===== src/rtl/aer_synapse_driver.sv =====
// aer_synapse_driver
//   AER spike-bus receiver. Each accepted address-event adds one row of the
//   weight table into NUM_POST signed Q8.8 current accumulators, one column
//   per cycle. Each step_tick publishes the accumulators on synaptic_currents
//   with a one-cycle all-ones input_valid. The accumulators then either decay
//   or clear.
//   Optional feature macro: SYN_DECAY_EN
//     defined   -> exponential synapse, acc <= acc - (acc >>> DECAY_SHIFT)
//     undefined -> delta synapse, acc <= 0 after every emit
module aer_synapse_driver #(
    parameter int NUM_PRE     = 8,
    parameter int NUM_POST    = 16,
    parameter int DATA_WIDTH  = 16,
    parameter int DECAY_SHIFT = 3,
    localparam int ADDR_W     = (NUM_PRE  > 1) ? $clog2(NUM_PRE)  : 1,
    localparam int POST_W     = (NUM_POST > 1) ? $clog2(NUM_POST) : 1
) (
    input  logic                           clk,
    input  logic                           rst_n,
    input  logic                           enable,
    input  logic                           ev_valid,
    input  logic [ADDR_W-1:0]              ev_addr,
    output logic                           ev_ready,
    input  logic                           step_tick,
    input  logic                           w_we,
    input  logic [ADDR_W-1:0]              w_pre,
    input  logic [POST_W-1:0]              w_post,
    input  logic [DATA_WIDTH-1:0]          w_data,
    output logic [NUM_POST*DATA_WIDTH-1:0] synaptic_currents,
    output logic [NUM_POST-1:0]            input_valid,
    output logic                           busy,
    output logic                           tick_overrun,
    output logic [7:0]                     bad_ev_cnt
);

    typedef enum logic [1:0] {
        ST_IDLE  = 2'd0,
        ST_ACCUM = 2'd1,
        ST_EMIT  = 2'd2,
        ST_DECAY = 2'd3
    } state_e;

    // Clamp a DATA_WIDTH+1 signed result into the DATA_WIDTH signed range.
    function automatic logic signed [DATA_WIDTH-1:0] sat_wide(input logic signed [DATA_WIDTH:0] s);
        logic signed [DATA_WIDTH-1:0] r;
        if (s[DATA_WIDTH] != s[DATA_WIDTH-1]) begin
            if (s[DATA_WIDTH]) begin
                r = {1'b1, {(DATA_WIDTH-1){1'b0}}};
            end else begin
                r = {1'b0, {(DATA_WIDTH-1){1'b1}}};
            end
        end else begin
            r = s[DATA_WIDTH-1:0];
        end
        return r;
    endfunction

    // Saturating signed add.
    function automatic logic signed [DATA_WIDTH-1:0] sat_add(input logic signed [DATA_WIDTH-1:0] a,
                                                            input logic signed [DATA_WIDTH-1:0] b);
        logic signed [DATA_WIDTH:0] s;
        s = {a[DATA_WIDTH-1], a} + {b[DATA_WIDTH-1], b};
        return sat_wide(s);
    endfunction

    // Post-emit accumulator update: leak a fraction, or clear for a delta synapse.
    function automatic logic signed [DATA_WIDTH-1:0] decay_step(input logic signed [DATA_WIDTH-1:0] a);
        logic signed [DATA_WIDTH-1:0] r;
`ifdef SYN_DECAY_EN
        logic signed [DATA_WIDTH-1:0] sh;
        logic signed [DATA_WIDTH:0]   s;
        sh = a >>> DECAY_SHIFT;
        s  = {a[DATA_WIDTH-1], a} - {sh[DATA_WIDTH-1], sh};
        r  = sat_wide(s);
`else
        r  = a & {DATA_WIDTH{1'b0}};
`endif
        return r;
    endfunction

    state_e                          state_q, state_d;
    logic [ADDR_W-1:0]               addr_q, addr_d;
    logic [POST_W-1:0]               j_q, j_d;
    logic                            tick_pending_q, tick_pending_d;
    logic                            tick_overrun_q, tick_overrun_d;
    logic [7:0]                      bad_ev_cnt_q, bad_ev_cnt_d;
    logic [NUM_POST*DATA_WIDTH-1:0]  currents_q, currents_d;
    logic [NUM_POST-1:0]             input_valid_q, input_valid_d;
    logic signed [DATA_WIDTH-1:0]    acc_q [NUM_POST];
    logic signed [DATA_WIDTH-1:0]    acc_d [NUM_POST];
    logic signed [DATA_WIDTH-1:0]    w_q   [NUM_PRE][NUM_POST];
    logic                            addr_ok_s;

    assign ev_ready          = enable & (state_q == ST_IDLE) & ~tick_pending_q & ~step_tick;
    assign busy              = (state_q != ST_IDLE);
    assign synaptic_currents = currents_q;
    assign input_valid       = input_valid_q;
    assign tick_overrun      = tick_overrun_q;
    assign bad_ev_cnt        = bad_ev_cnt_q;

    // Decode whether the incoming event address names a real presynaptic source.
    always_comb begin
        addr_ok_s = 1'b0;
        for (int p = 0; p < NUM_PRE; p++) begin
            addr_ok_s = addr_ok_s | (ev_addr == ADDR_W'(p));
        end
    end

    // Next-state and datapath logic; enable=0 leaves every value at its current state.
    always_comb begin
        state_d        = state_q;
        addr_d         = addr_q;
        j_d            = j_q;
        tick_pending_d = tick_pending_q;
        tick_overrun_d = tick_overrun_q;
        bad_ev_cnt_d   = bad_ev_cnt_q;
        currents_d     = currents_q;
        input_valid_d  = input_valid_q;
        for (int i = 0; i < NUM_POST; i++) begin
            acc_d[i] = acc_q[i];
        end

        if (enable) begin
            // A tick while one is still pending is merged, but flagged.
            if (step_tick && tick_pending_q) begin
                tick_overrun_d = 1'b1;
            end else begin
                tick_overrun_d = tick_overrun_q;
            end
            // Ticks outside IDLE are remembered until the FSM can emit.
            if (step_tick && (state_q != ST_IDLE)) begin
                tick_pending_d = 1'b1;
            end else begin
                tick_pending_d = tick_pending_q;
            end

            case (state_q)
                ST_IDLE: begin
                    if (tick_pending_q || step_tick) begin
                        tick_pending_d = 1'b0;
                        state_d        = ST_EMIT;
                    end else if (ev_valid) begin
                        if (addr_ok_s) begin
                            addr_d  = ev_addr;
                            j_d     = {POST_W{1'b0}};
                            state_d = ST_ACCUM;
                        end else if (bad_ev_cnt_q != 8'hFF) begin
                            bad_ev_cnt_d = bad_ev_cnt_q + 8'd1;
                        end else begin
                            bad_ev_cnt_d = bad_ev_cnt_q;
                        end
                    end else begin
                        state_d = ST_IDLE;
                    end
                end
                ST_ACCUM: begin
                    acc_d[j_q] = sat_add(acc_q[j_q], w_q[addr_q][j_q]);
                    if (j_q == POST_W'(NUM_POST - 1)) begin
                        j_d     = {POST_W{1'b0}};
                        state_d = ST_IDLE;
                    end else begin
                        j_d     = j_q + POST_W'(1);
                        state_d = ST_ACCUM;
                    end
                end
                ST_EMIT: begin
                    for (int i = 0; i < NUM_POST; i++) begin
                        currents_d[i*DATA_WIDTH +: DATA_WIDTH] = acc_q[i];
                    end
                    input_valid_d = {NUM_POST{1'b1}};
                    state_d       = ST_DECAY;
                end
                ST_DECAY: begin
                    for (int i = 0; i < NUM_POST; i++) begin
                        acc_d[i] = decay_step(acc_q[i]);
                    end
                    input_valid_d = {NUM_POST{1'b0}};
                    state_d       = ST_IDLE;
                end
                default: begin
                    state_d = ST_IDLE;
                end
            endcase
        end else begin
            state_d = state_q;
        end
    end

    // Control and output registers.
    always_ff @(posedge clk or negedge rst_n) begin
        if (!rst_n) begin
            state_q        <= ST_IDLE;
            addr_q         <= {ADDR_W{1'b0}};
            j_q            <= {POST_W{1'b0}};
            tick_pending_q <= 1'b0;
            tick_overrun_q <= 1'b0;
            bad_ev_cnt_q   <= 8'd0;
            currents_q     <= {(NUM_POST*DATA_WIDTH){1'b0}};
            input_valid_q  <= {NUM_POST{1'b0}};
        end else begin
            state_q        <= state_d;
            addr_q         <= addr_d;
            j_q            <= j_d;
            tick_pending_q <= tick_pending_d;
            tick_overrun_q <= tick_overrun_d;
            bad_ev_cnt_q   <= bad_ev_cnt_d;
            currents_q     <= currents_d;
            input_valid_q  <= input_valid_d;
        end
    end

    // Current accumulators.
    always_ff @(posedge clk or negedge rst_n) begin
        if (!rst_n) begin
            for (int i = 0; i < NUM_POST; i++) begin
                acc_q[i] <= {DATA_WIDTH{1'b0}};
            end
        end else begin
            for (int i = 0; i < NUM_POST; i++) begin
                acc_q[i] <= acc_d[i];
            end
        end
    end

    // Weight table: writable in any state; unmatched (out-of-range) indices write nothing.
    always_ff @(posedge clk or negedge rst_n) begin
        if (!rst_n) begin
            for (int p = 0; p < NUM_PRE; p++) begin
                for (int q = 0; q < NUM_POST; q++) begin
                    w_q[p][q] <= {DATA_WIDTH{1'b0}};
                end
            end
        end else begin
            for (int p = 0; p < NUM_PRE; p++) begin
                for (int q = 0; q < NUM_POST; q++) begin
                    if (w_we && (w_pre == ADDR_W'(p)) && (w_post == POST_W'(q))) begin
                        w_q[p][q] <= w_data;
                    end
                end
            end
        end
    end

endmodule


===== config.mk =====
export PLATFORM = sky130hd
export DESIGN_NAME = aer_synapse_driver
export DESIGN_NICKNAME = d
export VERILOG_FILES = /design/src/rtl/aer_synapse_driver.sv
export SDC_FILE = /design/constraint.sdc
export NUM_CORES = 2
export LEC_CHECK = 0
export CAP_MARGIN = 30
export CORE_MARGIN = 2
export CORE_UTILIZATION = 67
export CTS_CLUSTER_DIAMETER = 60
export DETAILED_ROUTE_END_ITERATION = 8
export GPL_TIMING_DRIVEN = 0
export PLACE_DENSITY_LB_ADDON = 0.15
export SKIP_LAST_GASP = 1
export SLEW_MARGIN = 30
export SYNTH_ARGS = -nofsm -noshare
export SYNTH_HDL_FRONTEND = slang
export SYNTH_SLANG_ARGS = --single-unit

===== constraint.sdc =====
create_clock -name clk -period 10.5 [get_ports clk]
set_input_delay 1.575 -clock clk [delete_from_list [all_inputs] [get_ports clk]]
set_output_delay 1.575 -clock clk [all_outputs]
set_load 0.01 [all_outputs]

==> insert_results.sql <==
INSERT INTO impl_metrics (metric_group, metric, value, unit) VALUES
('min_path', 'worst_hold_path.num_cells', '1', ''),
('timing', 'layout_worst_path_cycle_share', '0.854', ''),
('setup_path', 'timing.critical_path.fanout_max', '10', ''),
('clock_network', 'numClockSinks', '2580', ''),
('clock_network', 'cts_root_buf', 'sky130_fd_sc_hd__clkbuf_16', ''),
('final_layout', 'final_core_utilization', '0.773', ''),
('clock_network', 'cts_setup_buffers', '0', ''),
('final_layout', 'finalInstanceArea', '133000', 'um^2'),
('synthesis', 'combined_area_of_all_synthesized_cells', '116000', 'um^2'),
('placed_design', 'postPlaceCellArea', '124000', 'um^2'),
('setup_path', 'worstPathArrival', '9.71', 'ns'),
('clock_network', 'cts-root-to-sink-buffers', '4', ''),
('floorplan', 'io_pins', '315', ''),
('floorplan', 'die_width', '420', 'um'),
('setup_path', 'cp-start-kind', 'flip-flop', ''),
('final_layout', 'seqCellArea', '64600', 'um^2'),
('synthesis', 'ys_seq_area_frac', '0.555', ''),
('route', 'detailedRoute.firstIterationViolations', '11400', ''),
('min_path', 'hold_path.class', 'flip-flop to flip-flop', ''),
('clock_network', 'cts_hold_buffers', '0', ''),
('route', 'routed_len_inst', '41.4', 'um'),
('floorplan', 'floorplan.rows', '152', ''),
('setup_path', 'timing.setup.critical_path_class', 'flip-flop to flip-flop', ''),
('job', 'max_cap_violations', '0', ''),
('synthesis', 'synth_most_common_cell', 'sky130_fd_sc_hd__dfrtp_1', ''),
('clock_network', 'tritoncts', 'done', ''),
('clock_network', 'ctsHtreeMaxLevel', '5', ''),
('global_route', 'global_route_wire_length_before_repair', '615000', 'um'),
('synthesis', 'synthFlopType', 'sky130_fd_sc_hd__dfrtp_1', ''),
('clock_network', 'clock_buffer_count_from_cts', '283', ''),
('setup_path', 'max_stage_delay', '0.79', 'ns'),
('synthesis', 'synthDominantAreaCellType', 'sky130_fd_sc_hd__dfrtp_1', ''),
('timing', 'finalHoldViolCount', '0', ''),
('pwr', 'irDropWorstVdd', '0.241', 'mV'),
('synthesis', 'synth-warning-count', '0', ''),
('pwr', 'power-per-cell-area', '251', 'nW/um^2'),
('outcome', 'outcome', 'complete, no violations', ''),
('synthesis', 'synth_top_area_share', '0.555', ''),
('synthesis', 'synth_cells', '7564', ''),
('route', 'vias', '79900', ''),
('placed_design', 'port_buffers', '293', ''),
('route', 'detailedRoute.firstPassIterationCount', '6', ''),
('global_route', 'grt_max_degree', '141', ''),
('route', 'detail_route.vias_per_cell', '7.43', ''),
('placed_design', 'final_weighted_congestion_of_routability_driven_global_placement', '1.03', ''),
('synthesis', 'syn-num-nets', '7617', ''),
('clock_network', 'worst_skew_pair.late_latency', '0.97', 'ns'),
('setup_path', 'critical-path-slowest-cell', 'sky130_fd_sc_hd__xor2_1', ''),
('synthesis', 'postSynth.asyncResetShare', '1.00', ''),
('global_route', 'grt_antenna_before_repair', '56', ''),
('synthesis', 'avgSynthCellArea', '15.4', 'um^2'),
('final_layout', 'multi_input_area', '48600', 'um^2'),
('setup_path', 'timing.critical_path.cells', 'buf_4 -> buf_2 -> clkbuf_2 -> buf_16 -> buf_2 -> mux4_2 -> a221oi_1 -> o22ai_1 -> o21ai_0 -> nand3_1 -> ha_1 -> a211oi_1 -> o21ai_0 -> o21a_1 -> a21oi_1 -> xor2_1 -> clkbuf_1 -> o311ai_0', ''),
('timing', 'fmax', '112', 'MHz'),
('clock_network', 'clk_transition_reported_paths', '0.06', 'ns'),
('floorplan', 'design.die.area', '177000', 'um^2'),
('synthesis', 'postSynthRegisterBits', '2580', ''),
('floorplan', 'start_util', '0.676', ''),
('final_layout', 'layout_cells_sized_above_1', '0.450', ''),
('timing', 'final_period_minus_worst_setup_slack', '8.96', 'ns'),
('setup_path', 'worst-r2r-cell-count', '18', ''),
('route', 'drt_drc_violations_left', '0', ''),
('clock_network', 'cts-resized-gates', '0', ''),
('global_route', 'via_count_of_the_first_global_routing_pass', '79300', ''),
('synthesis', 'netlist-cell-type-count', '61', ''),
('floorplan', 'core_area', '172000', 'um^2'),
('timing', 'setup_viol', '0', ''),
('synthesis', 'number_of_enable_type_register_cells_in_the_synthesized_netlist', '0', ''),
('placed_design', 'dp_hpwl', '323000', 'um'),
('global_route', 'globalRoute.totalOverflow', '0', ''),
('synthesis', 'yosys-top-cells-count', '2580 x sky130_fd_sc_hd__dfrtp_1, 2311 x sky130_fd_sc_hd__mux2_2, 644 x sky130_fd_sc_hd__mux4_2', '');
-- sequential cells by signal, summed over array words and instances, names as in the netlist --
name / cells
j_q: 4
w_q: 2048
addr_q: 3
tick_overrun: 1
synaptic_currents: 256
bad_ev_cnt: 8
tick_pending_q: 1
input_valid: 1
acc_q: 256
state_q: 2
-- metrics by stage --
stage	instances	setup WS [ns]	hold WS (ns)
floorplan	7564	5.75	0.462
global placement	10200	-103.70	0.439
detailed placement	10200	2.17	0.447
CTS	10700	2.09	0.461
global route	10700	1.76	0.482
finish	10800	1.54	0.453
-- metal layers --
metal,up-vias,track usage,part of all wire
li1,29700,-,-
met1,41900,0.624,0.34
met2,6486,0.718,0.43
met3,1832,0.228,0.14
met4,38,0.389,0.092
met5,-,0.0189,0.00098
-- where the power goes --
group / internal (mW) / total, mW / switching (mW)
registers: 11.1 / 11.9 / 0.845
logic: 4.00 / 11.6 / 7.60
clock network: 5.82 / 9.94 / 4.12
total: 20.9 / 33.4 / 12.6
-- logic make-up after synthesis --
group / after synthesis / share of synthesized area
buffers and inverters: 745 / 0.0271
AO/OA/AOI/OAI: 566 / 0.0372
XOR/XNOR: 12 / 0.000904
adder cells (fa/ha/maj): 21 / 0.00233
AND/OR/NAND/NOR: 642 / 0.0235
flip-flops: 2580 / 0.555
multiplexers: 2998 / 0.353
-- worst max-delay path, delay by kind of cell, from the launching register on --
family / cells / cell delay (ns)
buffers and inverters: 6 / 3.24
AOI/OAI and AO/OA: 8 / 2.39
xor gates and xnor gates: 1 / 0.79
DFF: 1 / 0.72
adders and majority gates: 1 / 0.57
muxes: 1 / 0.49
and+or+nand+nor: 1 / 0.47
-- cell type report --
| class | instances | share of cell area |
|---|---|---|
| diodes | 51 | 0.000960 |
| plain buffers | 735 | 0.0244 |
| clock buffers | 418 | 0.0626 |
| clock inverters | 64 | 0.00539 |
| inverters | 10 | 0.000282 |
| multi-input cells | 4239 | 0.366 |
| flip-flops and latches | 2580 | 0.486 |
| well taps | 2310 | 0.0217 |
| repair buffers | 354 | 0.0335 |
-- path summary, 6_finish.rpt --
path / startpoint / to / slack (ns)
min in group asynchronous: rst_n / synaptic_currents[61] / 0.57
min reg2reg: bad_ev_cnt[6] / bad_ev_cnt[6] / 0.45
max: addr_q[1] / acc_q[204] / 1.54
max reg2reg: addr_q[1] / acc_q[204] / 1.54
min: bad_ev_cnt[6] / bad_ev_cnt[6] / 0.45
max in group asynchronous: rst_n / w_q[1557] / 6.51
-- layout by cell type, fill, tap and decap left out, types with 11 or more instances in the layout --
cell and instances:
sky130_fd_sc_hd__a21oi_1 76, sky130_fd_sc_hd__bufinv_16 14, sky130_fd_sc_hd__o21ai_0 45, sky130_fd_sc_hd__nand3_1 14, sky130_fd_sc_hd__buf_4 37, sky130_fd_sc_hd__dfrtp_1 2580, sky130_fd_sc_hd__nor2b_1 12, sky130_fd_sc_hd__or2_2 24
sky130_fd_sc_hd__a22oi_1 49, sky130_fd_sc_hd__clkbuf_8 57, sky130_fd_sc_hd__nand2_1 437, sky130_fd_sc_hd__o211ai_1 83, sky130_fd_sc_hd__o311ai_0 176, sky130_fd_sc_hd__a22o_1 36, sky130_fd_sc_hd__nor2_1 91, sky130_fd_sc_hd__clkbuf_16 291
sky130_fd_sc_hd__clkdlybuf4s50_1 292, sky130_fd_sc_hd__clkbuf_1 514, sky130_fd_sc_hd__buf_16 49, sky130_fd_sc_hd__o21a_1 11, sky130_fd_sc_hd__mux2_2 2311, sky130_fd_sc_hd__ha_1 20, sky130_fd_sc_hd__a221oi_1 25, sky130_fd_sc_hd__clkinv_2 37
sky130_fd_sc_hd__o221ai_1 15, sky130_fd_sc_hd__buf_2 155, sky130_fd_sc_hd__diode_2 51, sky130_fd_sc_hd__clkbuf_2 90, sky130_fd_sc_hd__mux2i_1 36, sky130_fd_sc_hd__mux4_2 644
(Power assumes the default switching activity.)
